**src/rtl/csr_access_unit_pkg.sv**
```systemverilog
// Shared encodings for the CSR access unit: Zicsr op codes, FSM states and
// the floating-point CSR addresses whose read value is narrowed.
package csr_access_pkg;

    localparam logic [1:0] CSR_OP_ILL = 2'b00;
    localparam logic [1:0] CSR_OP_RW  = 2'b01;
    localparam logic [1:0] CSR_OP_RS  = 2'b10;
    localparam logic [1:0] CSR_OP_RC  = 2'b11;

    typedef logic [1:0] csr_state_t;
    localparam csr_state_t ST_IDLE  = 2'd0;
    localparam csr_state_t ST_READ  = 2'd1;
    localparam csr_state_t ST_WRITE = 2'd2;
    localparam csr_state_t ST_RESP  = 2'd3;

    localparam logic [11:0] CSR_FFLAGS = 12'h001;
    localparam logic [11:0] CSR_FRM    = 12'h002;
    localparam logic [11:0] CSR_FCSR   = 12'h003;

    localparam logic [31:0] FFLAGS_MASK = 32'h0000_001F;
    localparam logic [31:0] FRM_MASK    = 32'h0000_0007;

    // fflags and frm are views of fcsr, so their reads expose only their own field.
    function automatic logic [31:0] read_mask(input logic [11:0] addr);
        case (addr)
            CSR_FFLAGS: return FFLAGS_MASK;
            CSR_FRM:    return FRM_MASK;
            CSR_FCSR:   return '1;
            default:    return '1;
        endcase
    endfunction

endpackage

```
**src/rtl/csr_access_unit_alu.sv**
```systemverilog
// Combinational new-value computation for CSRRW / CSRRS / CSRRC.
module csr_alu
    import csr_access_pkg::*;
#(
    parameter int XLEN = 32
) (
    input  logic [1:0]      op_i,
    input  logic [XLEN-1:0] old_i,
    input  logic [XLEN-1:0] src_i,
    output logic [XLEN-1:0] new_o
);

    always_comb begin
        new_o = old_i;
        case (op_i)
            CSR_OP_RW: new_o = src_i;
            CSR_OP_RS: new_o = old_i | src_i;
            CSR_OP_RC: new_o = old_i & ~src_i;
            default:   new_o = old_i;
        endcase
    end

endmodule

```
**src/rtl/csr_access_unit.sv**
```systemverilog
// Zicsr initiator: read target CSR, compute new value, write it back, then
// return the old value through a valid/ready response.
module csr_access_unit
    import csr_access_pkg::*;
#(
    parameter int CSR_ADDR_WIDTH = 12,
    parameter int XLEN           = 32
) (
    input  logic                      CLK,
    input  logic                      RESET,
    input  logic                      req_valid,
    output logic                      req_ready,
    input  logic [1:0]                req_op,
    input  logic [CSR_ADDR_WIDTH-1:0] req_csr,
    input  logic [XLEN-1:0]           req_src,
    input  logic                      req_src_zero,
    input  logic                      req_rd_zero,
    output logic                      out_read_csr_enable,
    output logic [CSR_ADDR_WIDTH-1:0] out_read_csr_select,
    input  logic [XLEN-1:0]           in_read_csr_data,
    output logic                      out_write_csr_enable,
    output logic [CSR_ADDR_WIDTH-1:0] out_write_csr_select,
    output logic [XLEN-1:0]           out_write_csr_data,
    output logic                      rsp_valid,
    input  logic                      rsp_ready,
    output logic [XLEN-1:0]           rsp_data,
    output logic                      rsp_illegal
);

    csr_state_t                state_q, state_d;
    logic [1:0]                op_q;
    logic [CSR_ADDR_WIDTH-1:0] csr_q;
    logic [XLEN-1:0]           src_q;
    logic                      src_zero_q;
    logic                      rd_zero_q;
    logic [XLEN-1:0]           old_q;
    logic [XLEN-1:0]           rsp_data_q;
    logic                      rsp_illegal_q;
    logic [XLEN-1:0]           new_val;
    logic                      read_en;
    logic                      do_write;
    logic                      illegal;

    // CSRRW to x0 must not read (side-effecting reads), but still burns the cycle.
    assign read_en  = (state_q == ST_READ) && !((op_q == CSR_OP_RW) && rd_zero_q);
    assign do_write = (op_q == CSR_OP_RW) || !src_zero_q;
    assign illegal  = (op_q == CSR_OP_ILL) ||
                      (do_write && (csr_q[CSR_ADDR_WIDTH-1 -: 2] == 2'b11));

    always_comb begin
        state_d = state_q;
        case (state_q)
            ST_IDLE:  if (req_valid) state_d = ST_READ;
            ST_READ:  state_d = ST_WRITE;
            ST_WRITE: state_d = ST_RESP;
            ST_RESP:  if (rsp_ready) state_d = ST_IDLE;
            default:  state_d = ST_IDLE;
        endcase
    end

    always_ff @(posedge CLK) begin
        if (!RESET) begin
            state_q       <= ST_IDLE;
            old_q         <= '0;
            rsp_data_q    <= '0;
            rsp_illegal_q <= 1'b0;
        end else begin
            state_q <= state_d;
            if (state_q == ST_READ) begin
                old_q <= read_en ? (in_read_csr_data & XLEN'(read_mask(12'(csr_q)))) : '0;
            end
            if (state_q == ST_WRITE) begin
                rsp_data_q    <= illegal ? '0 : old_q;
                rsp_illegal_q <= illegal;
            end
        end
    end

    // Request fields are only consumed outside IDLE, so they need no reset.
    always_ff @(posedge CLK) begin
        if (req_valid && req_ready) begin
            op_q       <= req_op;
            csr_q      <= req_csr;
            src_q      <= req_src;
            src_zero_q <= req_src_zero;
            rd_zero_q  <= req_rd_zero;
        end
    end

    csr_alu #(.XLEN(XLEN)) u_alu (
        .op_i  (op_q),
        .old_i (old_q),
        .src_i (src_q),
        .new_o (new_val)
    );

    assign req_ready            = (state_q == ST_IDLE);
    assign out_read_csr_enable  = read_en;
    assign out_read_csr_select  = (state_q == ST_READ) ? csr_q : '0;
    // RESET gates the strobe combinationally so an abort mid-WRITE never lands.
    assign out_write_csr_enable = (state_q == ST_WRITE) && do_write && !illegal && RESET;
    assign out_write_csr_select = (state_q == ST_WRITE) ? csr_q : '0;
    assign out_write_csr_data   = (state_q == ST_WRITE) ? new_val : '0;
    assign rsp_valid            = (state_q == ST_RESP);
    assign rsp_data             = rsp_data_q;
    assign rsp_illegal          = rsp_illegal_q;

endmodule

```
**config.mk**
```make
export PLATFORM = sky130hd
export DESIGN_NAME = csr_access_unit
export DESIGN_NICKNAME = d
export VERILOG_FILES = /design/src/rtl/csr_access_unit_pkg.sv /design/src/rtl/csr_access_unit_alu.sv /design/src/rtl/csr_access_unit.sv
export SDC_FILE = /design/constraint.sdc
export NUM_CORES = 1
export LEC_CHECK = 0
export CORE_MARGIN = 4
export CORE_UTILIZATION = 45
export DETAILED_ROUTE_END_ITERATION = 12
export GPL_ROUTABILITY_DRIVEN = 0
export HOLD_SLACK_MARGIN = 0.03
export PLACE_DENSITY = 0.8
export SYNTH_ARGS = -nofsm -noshare
export SYNTH_HDL_FRONTEND = slang
export SYNTH_SLANG_ARGS = --single-unit
```
**constraint.sdc**
```tcl
create_clock -name CLK -period 3.1 [get_ports CLK]
set_input_delay 0.31 -clock CLK [delete_from_list [all_inputs] [get_ports CLK]]
set_output_delay 0.31 -clock CLK [all_outputs]
set_load 0.01 [all_outputs]
```
==> flow_summary.json <==
{
  "synth_common_cells": "94 x nand2_1, 93 x o21ai_0, 67 x dfxtp_1",
  "final_nets": 788,
  "yosysWarnings": 0,
  "yosysUniqueCellTypes": 32,
  "clkTransAtPathRegs_ns": 0.05,
  "postCtsSetupBuffers": 0,
  "worst_setup_path_end_kind": "output pin",
  "syn2layout_area_growth_pct": 48.9,
  "grt_max_degree": 89,
  "drc": 0,
  "final_core_util_pct": 69.2,
  "core-area_um2": 11000,
  "io_buffers": 176,
  "place_area_um2": 7000,
  "drtIter0Drc": 189,
  "synth_top_cell_area_share_pct": 28.2,
  "diodes": 0,
  "hold_ws_ns": 0.260,
  "clock-root-buffer": "clkbuf_16",
  "synth_most_common_cell": "nand2_1",
  "tns_ns": 0,
  "hold_path_class": "primary input to flop",
  "vias": 4604,
  "layout_min_cycle_time_ns": 2.84,
  "synthCells": 538,
  "synth-edff-count": 48,
  "yosys.area.top_type": "edfxtp_1",
  "grt_pass1_wl_um": 24200,
  "die_x_um": 114,
  "layout-drive-gt1-share_pct": 7.43,
  "grt_setup_unrepaired": "false",
  "drv_cap": 0,
  "powerDensity_nw_per_um2": 788,
  "skew_ns": 0.0120,
  "chipHeight_um": 114,
  "antenna_found_initial": 0,
  "required_ns": 2.79,
  "drt_pre_antenna_iters": 5,
  "first_global_vias": 4841,
  "setup_viol": 0,
  "row_count": 38,
  "pin_count": 177,
  "ir_drop_mv": 0.468,
  "track_usage_pct": 23.4,
  "startpoint_type": "flop",
  "status": "finished, final reports clean",
  "worst_pin_slew_ns": 1.28,
  "post-route-period-util_pct": 91.5,
  "synth.area.top_cells": "edfxtp_1 28%, dfxtp_1 26%, o21ai_0 9.1%",
  "synthArstFlopShare_pct": 0,
  "worst_skew_pair.late_latency_ns": 0.40,
  "dieArea_um2": 13100,
  "p_leak_nw": 2.57,
  "instances_no_fill": 853,
  "cp_data_arrival_time_ns": 2.53,
  "fmaxAchievable_mhz": 353,
  "synth_seq_area_share_pct": 54.5,
  "netlist_area_um2": 5100,
  "syn_area_per_cell_um2": 9.49,
  "dp_hpwl_um": 10400,
  "gr-total-overflow": 0,
  "ys.flop_type": "dfxtp_1",
  "cts_buffers": 17,
  "ant_nets": 0,
  "cts_tree": "yes",
  "cts_hold_buffers": 0,
  "crit_type": "flop to output pin",
  "post_cts_resized": 0,
  "synth-seq-cells": 115,
  "final_hold_viol_count": 0,
  "cts_sinks": 115,
  "vias_per_cell": 5.40,
  "ctsLongestPathBuffers": 2,
  "start_util_pct": 46.5,
  "drt-total-wl_um": 15100,
  "final_area_um2": 7600,
  "dpl.cell_count": 821,
  "synth_nets": 626,
  "worstPathMaxFanout": 19,
  "wl_per_cell_um": 17.7,
  "htreeDepth": 4,
  "slew_viol_final": 0,
  "slew_headroom_pct": 14.3
}
==> flip-flops by register name, summed over array words and instances (netlist names) <==
| name | flops |
|---|---|
| rd_zero_q | 1 |
| csr_q | 12 |
| state_q | 2 |
| src_zero_q | 1 |
| old_q | 32 |
| rsp_illegal | 1 |
| rsp_data | 32 |
| src_q | 32 |
| op_q | 2 |
==> power by group <==
group	total, mW	internal (mW)	switching, mW
Sequential	2.15	1.94	0.210
Combinational	1.86	0.870	0.993
Clock	1.98	1.32	0.661
Total	5.99	4.13	1.86
==> logic make-up (layout without fill, tap and decap cells) <==
kind of cell / count (synthesis) / count (layout) / synth area share, %
compound gates: 136 / 136 / 15.2
xor+xnor: 2 / 2 / 0.343
fa+ha+maj: 4 / 4 / 0.981
buf+inv: 50 / 225 / 4.00
flops: 115 / 115 / 54.5
simple gates: 231 / 231 / 25.0
==> per-stage QoR <==
step	setup slack (ns)	total power, mW
floorplan	0.878	3.12
global placement	0.759	3.96
detailed placement	0.693	4.03
CTS	0.252	6.03
global route	0.0917	6.30
finish	0.264	5.99
==> layout make-up <==
| type | count | area (µm²) |
|---|---|---|
| Timing Repair Buffer | 188 | 1870 |
| Clock buffer | 21 | 472 |
| Fill cell | 841 | 3380 |
| Multi-Input combinational cell | 373 | 2150 |
| Inverter | 5 | 18.8 |
| Sequential cell | 115 | 2780 |
| Clock inverter | 11 | 133 |
| Tap cell | 140 | 175 |
==> layer usage <==
layer	GRT usage (%)	vias up	wire length, µm
met1	28.2	2159	5920
met2	40.4	211	7610
met3	6.18	19	1320
met4	8.00	0	231
li1	-	2215	-
met5	0	-	0
==> cells in the final DEF, fill, tap and decap left out, drive strengths merged, types with 5 or more instances in the layout <==
cell           count
nand4             29
inv                5
edfxtp            48
clkbuf            21
clkinv             6
nand2             94
o21ai             97
buf               13
dfxtp             67
nor2b             35
nand3b            33
and2              26
clkdlybuf4s50    175
a21boi            32
==> critical path, stage by stage (launching register included) <==
cell	delay, ns
edfxtp_1	0.49
inv_1	0.43
buf_4	0.31
o21ai_0	0.11
a21boi_0	0.18
clkdlybuf4s50_1	0.61
==> final timing paths <==
kind	end	from	slack, ns	cells past startpoint
worst max-delay path	out_write_csr_data[31]	op_q[0]	0.26	5
worst min register to register	old_q[13]	old_q[13]	0.47	2
worst min-delay path	rsp_data[0]	RESET	0.26	3
worst max register to register	old_q[9]	state_q[1]	0.82	5
Note: power is estimated with default switching activity, not from simulation.
==> RTL change 1, RTL diff (config.mk and constraints unchanged) <==
`CSR_ADDR_WIDTH`: 12 -> 13.
--- a/src/rtl/csr_access_unit.sv
+++ b/src/rtl/csr_access_unit.sv
@@ -5,3 +5,3 @@
 #(
-    parameter int CSR_ADDR_WIDTH = 12,
+    parameter int CSR_ADDR_WIDTH = 13,
     parameter int XLEN           = 32
Ports: changed (resized out_read_csr_select, out_write_csr_select and req_csr); port bits go from 177 to 180. No check against the original RTL was run, so the function may have changed too.
==> RTL change 1 against the original RTL <==
  * Sequential cell count is 1 higher
  * Setup slack worse by 94 ps
  * Total power is 0.35% lower
  * Final cell count is 0.59% higher
  * Fmax is 3.2% lower
  * Final area is 0.72% higher
  * Clock skew is 1.7 ps lower
  * Register-to-register slack better by 40 ps
  * Synthesized area is 0.83% higher
  * Routed wire length is 1.1% higher
==> RTL change 1: results <==
{
  "outcome": "completed",
  "final.fill_count": 838,
  "finish.net_count": 794,
  "leakage_nw": 2.60,
  "rrSetupSlack_ps": 860,
  "yosys-top-cells-area": "sky130_fd_sc_hd__edfxtp_1, sky130_fd_sc_hd__dfxtp_1, sky130_fd_sc_hd__o21ai_0",
  "timing.hold.ws_ps": 371,
  "vias": 4681,
  "worst_path_maximum_fanout": 25,
  "first_global_vias": 4817,
  "dp_hpwl_um": 10600,
  "synthTopCellsByCount": "sky130_fd_sc_hd__nand2_1, sky130_fd_sc_hd__o21ai_0, sky130_fd_sc_hd__dfxtp_1, sky130_fd_sc_hd__edfxtp_1, sky130_fd_sc_hd__clkbuf_1",
  "synth_compound_gate_area_share_pct": 15.0,
  "grt_max_degree": 56,
  "post_synth_edffs": 49,
  "placed_cells_incl_taps": 826,
  "crit_path_top_delay_cell": "sky130_fd_sc_hd__clkdlybuf4s50_1",
  "detail_route.wl_per_cell_um": 17.8,
  "grt_first_pass_wirelength_um": 24300,
  "r2r_end": "old_q[6]$_SDFFE_PN0N_",
  "synth-adder-area-share_pct": 0.973,
  "crit_arrival_ps": 2620,
  "initialDrtViolationCount": 317,
  "port_buffers": 179,
  "grt.total_usage_pct": 23.6,
  "timing_worst_slew_pin_value_ps": 1220
}
-- RTL change 1: routing by layer --
metal	routed length [µm]	track usage [%]
met5	0	0
met4	299	7.75
met3	1340	8.63
met2	7630	40.0
met1	5980	27.8
-- RTL change 1: worst min-delay path by stage --
stage,startpoint,to,cells past startpoint
2_1_floorplan,req_csr[0],csr_q[0]$_DFFE_PP_,0
3_3_place_gp,old_q[20]$_SDFFE_PN0N_,old_q[20]$_SDFFE_PN0N_,2
3_5_place_dp,old_q[23]$_SDFFE_PN0N_,old_q[23]$_SDFFE_PN0N_,2
4_1_cts,RESET,state_q[0]$_SDFFE_PN0P_,2
5_1_grt,RESET,state_q[0]$_SDFFE_PN0P_,2
6_report,RESET,rsp_data[10]$_SDFFE_PN0N_,3
-- RTL change 1: repair_timing --
action | in CTS | in global routing
resized for setup | 0 | 1
hold buffers | 0 | 0
setup endpoints to repair | 0 | 11
-- RTL change 1: metrics by stage --
stage,worst slack [ps],instance area [µm²]
after floorplan,854,5150
after global placement,573,7060
after detailed placement,447,7060
after CTS,2.14,7650
after global routing,50.0,7660
final,170,7660
-- RTL change 1: area by class of cell --
cell class              instances  area share, %
flip-flops and latches        116           36.7
multi-input cells             375           28.4
repair buffers                190           24.8
inverters                       5          0.245
clock buffers                  25           6.77
clock inverters                 7          0.833
well taps                     140           2.29
-- RTL change 1: where the power goes --
| group | internal, mW | switching [mW] | total, mW |
|---|---|---|---|
| combinational | 0.894 | 1.02 | 1.91 |
| clock | 1.24 | 0.658 | 1.89 |
| sequential | 1.96 | 0.211 | 2.17 |
| total | 4.09 | 1.88 | 5.97 |
==> RTL change 2, RTL diff (same settings) <==
Made on the original files. Reset style: asynchronous (`RESET`), changed in one clocked block.
--- a/src/rtl/csr_access_unit.sv
+++ b/src/rtl/csr_access_unit.sv
@@ -60,3 +60,3 @@
 
-    always_ff @(posedge CLK) begin
+    always_ff @(posedge CLK or negedge RESET) begin
         if (!RESET) begin
Check against the original RTL: differs if RESET is asserted again (counterexample within 4 cycles, from zero or initial values and one cycle with RESET low); with RESET held inactive, the same outputs for 10 cycles.
==> RTL change 2 against the original RTL <==
  * Sequential power up 18%
  * Setup slack worse by 68 ps
  * Critical path type unchanged
  * Total power up 21%
  * Final area down 2.5%
  * Via count down 14%
  * Sequential share of layout area up 5.5 points
  * Fmax down 2.3%
  * Synthesized cell count down 27%
  * Die area down 3.1%
  * Clock skew down 1.7 ps
  * Sequential cell count unchanged
  * Synthesized area down 3.4%
  * Largest power group is now combinational logic
  * Final cell count down 16%
  * Routed wire length down 7.2%
==> RTL change 2: results <==
{
  "swShare_pct": 32.7,
  "grt.met3_usage_pct": 8.13,
  "grt_first_pass_wirelength_um": 22000,
  "globalRouteMet1Util_pct": 25.8,
  "async_reset_ff_share_pct": 58.3,
  "ys_seq_area_share_pct": 63.2,
  "worst_path_maximum_fanout": 18,
  "avgSynthCellArea_um2": 12.6,
  "highest_cell_delay_on_the_worst_timing_path_ps": 570,
  "layout-drive-gt1-share_pct": 9.98,
  "synth_mux_area_share_pct": 0.228,
  "m1WireLength_um": 5520,
  "finish.net_count": 656,
  "grt_max_degree": 68,
  "timing.clock.skew_ps": 10.3,
  "first_global_vias": 4281,
  "routed-wl-met2_um": 7140,
  "p_comb_share_pct": 40.3,
  "met3_length_um": 1230,
  "grt.total_usage_pct": 22.1,
  "placed_cells_incl_taps": 685,
  "pre_cts_slack_ps": 618,
  "outcome": "completed",
  "yosys-top-cells-area": "sky130_fd_sc_hd__dfrtp_1, sky130_fd_sc_hd__edfxtp_1, sky130_fd_sc_hd__a22o_1",
  "crit_arrival_ps": 2590,
  "detail_route.wl_per_cell_um": 19.5,
  "vias": 3957
}
RTL change 2: changes by cell type in the layout (fill, tap and decap cells not counted), moves of 33 or more:
cell                       before  now
sky130_fd_sc_hd__dfrtp_1        0   67
sky130_fd_sc_hd__dfxtp_1       67    0
sky130_fd_sc_hd__nand2_1       94   33
sky130_fd_sc_hd__o21ai_0       92   33
sky130_fd_sc_hd__a22o_1         0   35
sky130_fd_sc_hd__nand3b_1      33    0
RTL change 2: through the flow:
stage,instance area [µm²],hold WS (ps)
2_1_floorplan,4930,14.4
3_3_place_gp,6840,484
3_5_place_dp,6840,493
4_1_cts,7410,127
5_1_grt,7410,173
6_report,7410,110
RTL change 2: final cells by class:
type	count	area [µm²]	area share (%)
Sequential cell	115	3120	42.1
Timing Repair Buffer	186	1860	25.1
Multi-Input combinational cell	241	1680	22.6
Clock buffer	24	492	6.63
Tap cell	136	170	2.30
Clock inverter	8	73.8	0.996
Inverter	7	26.3	0.354
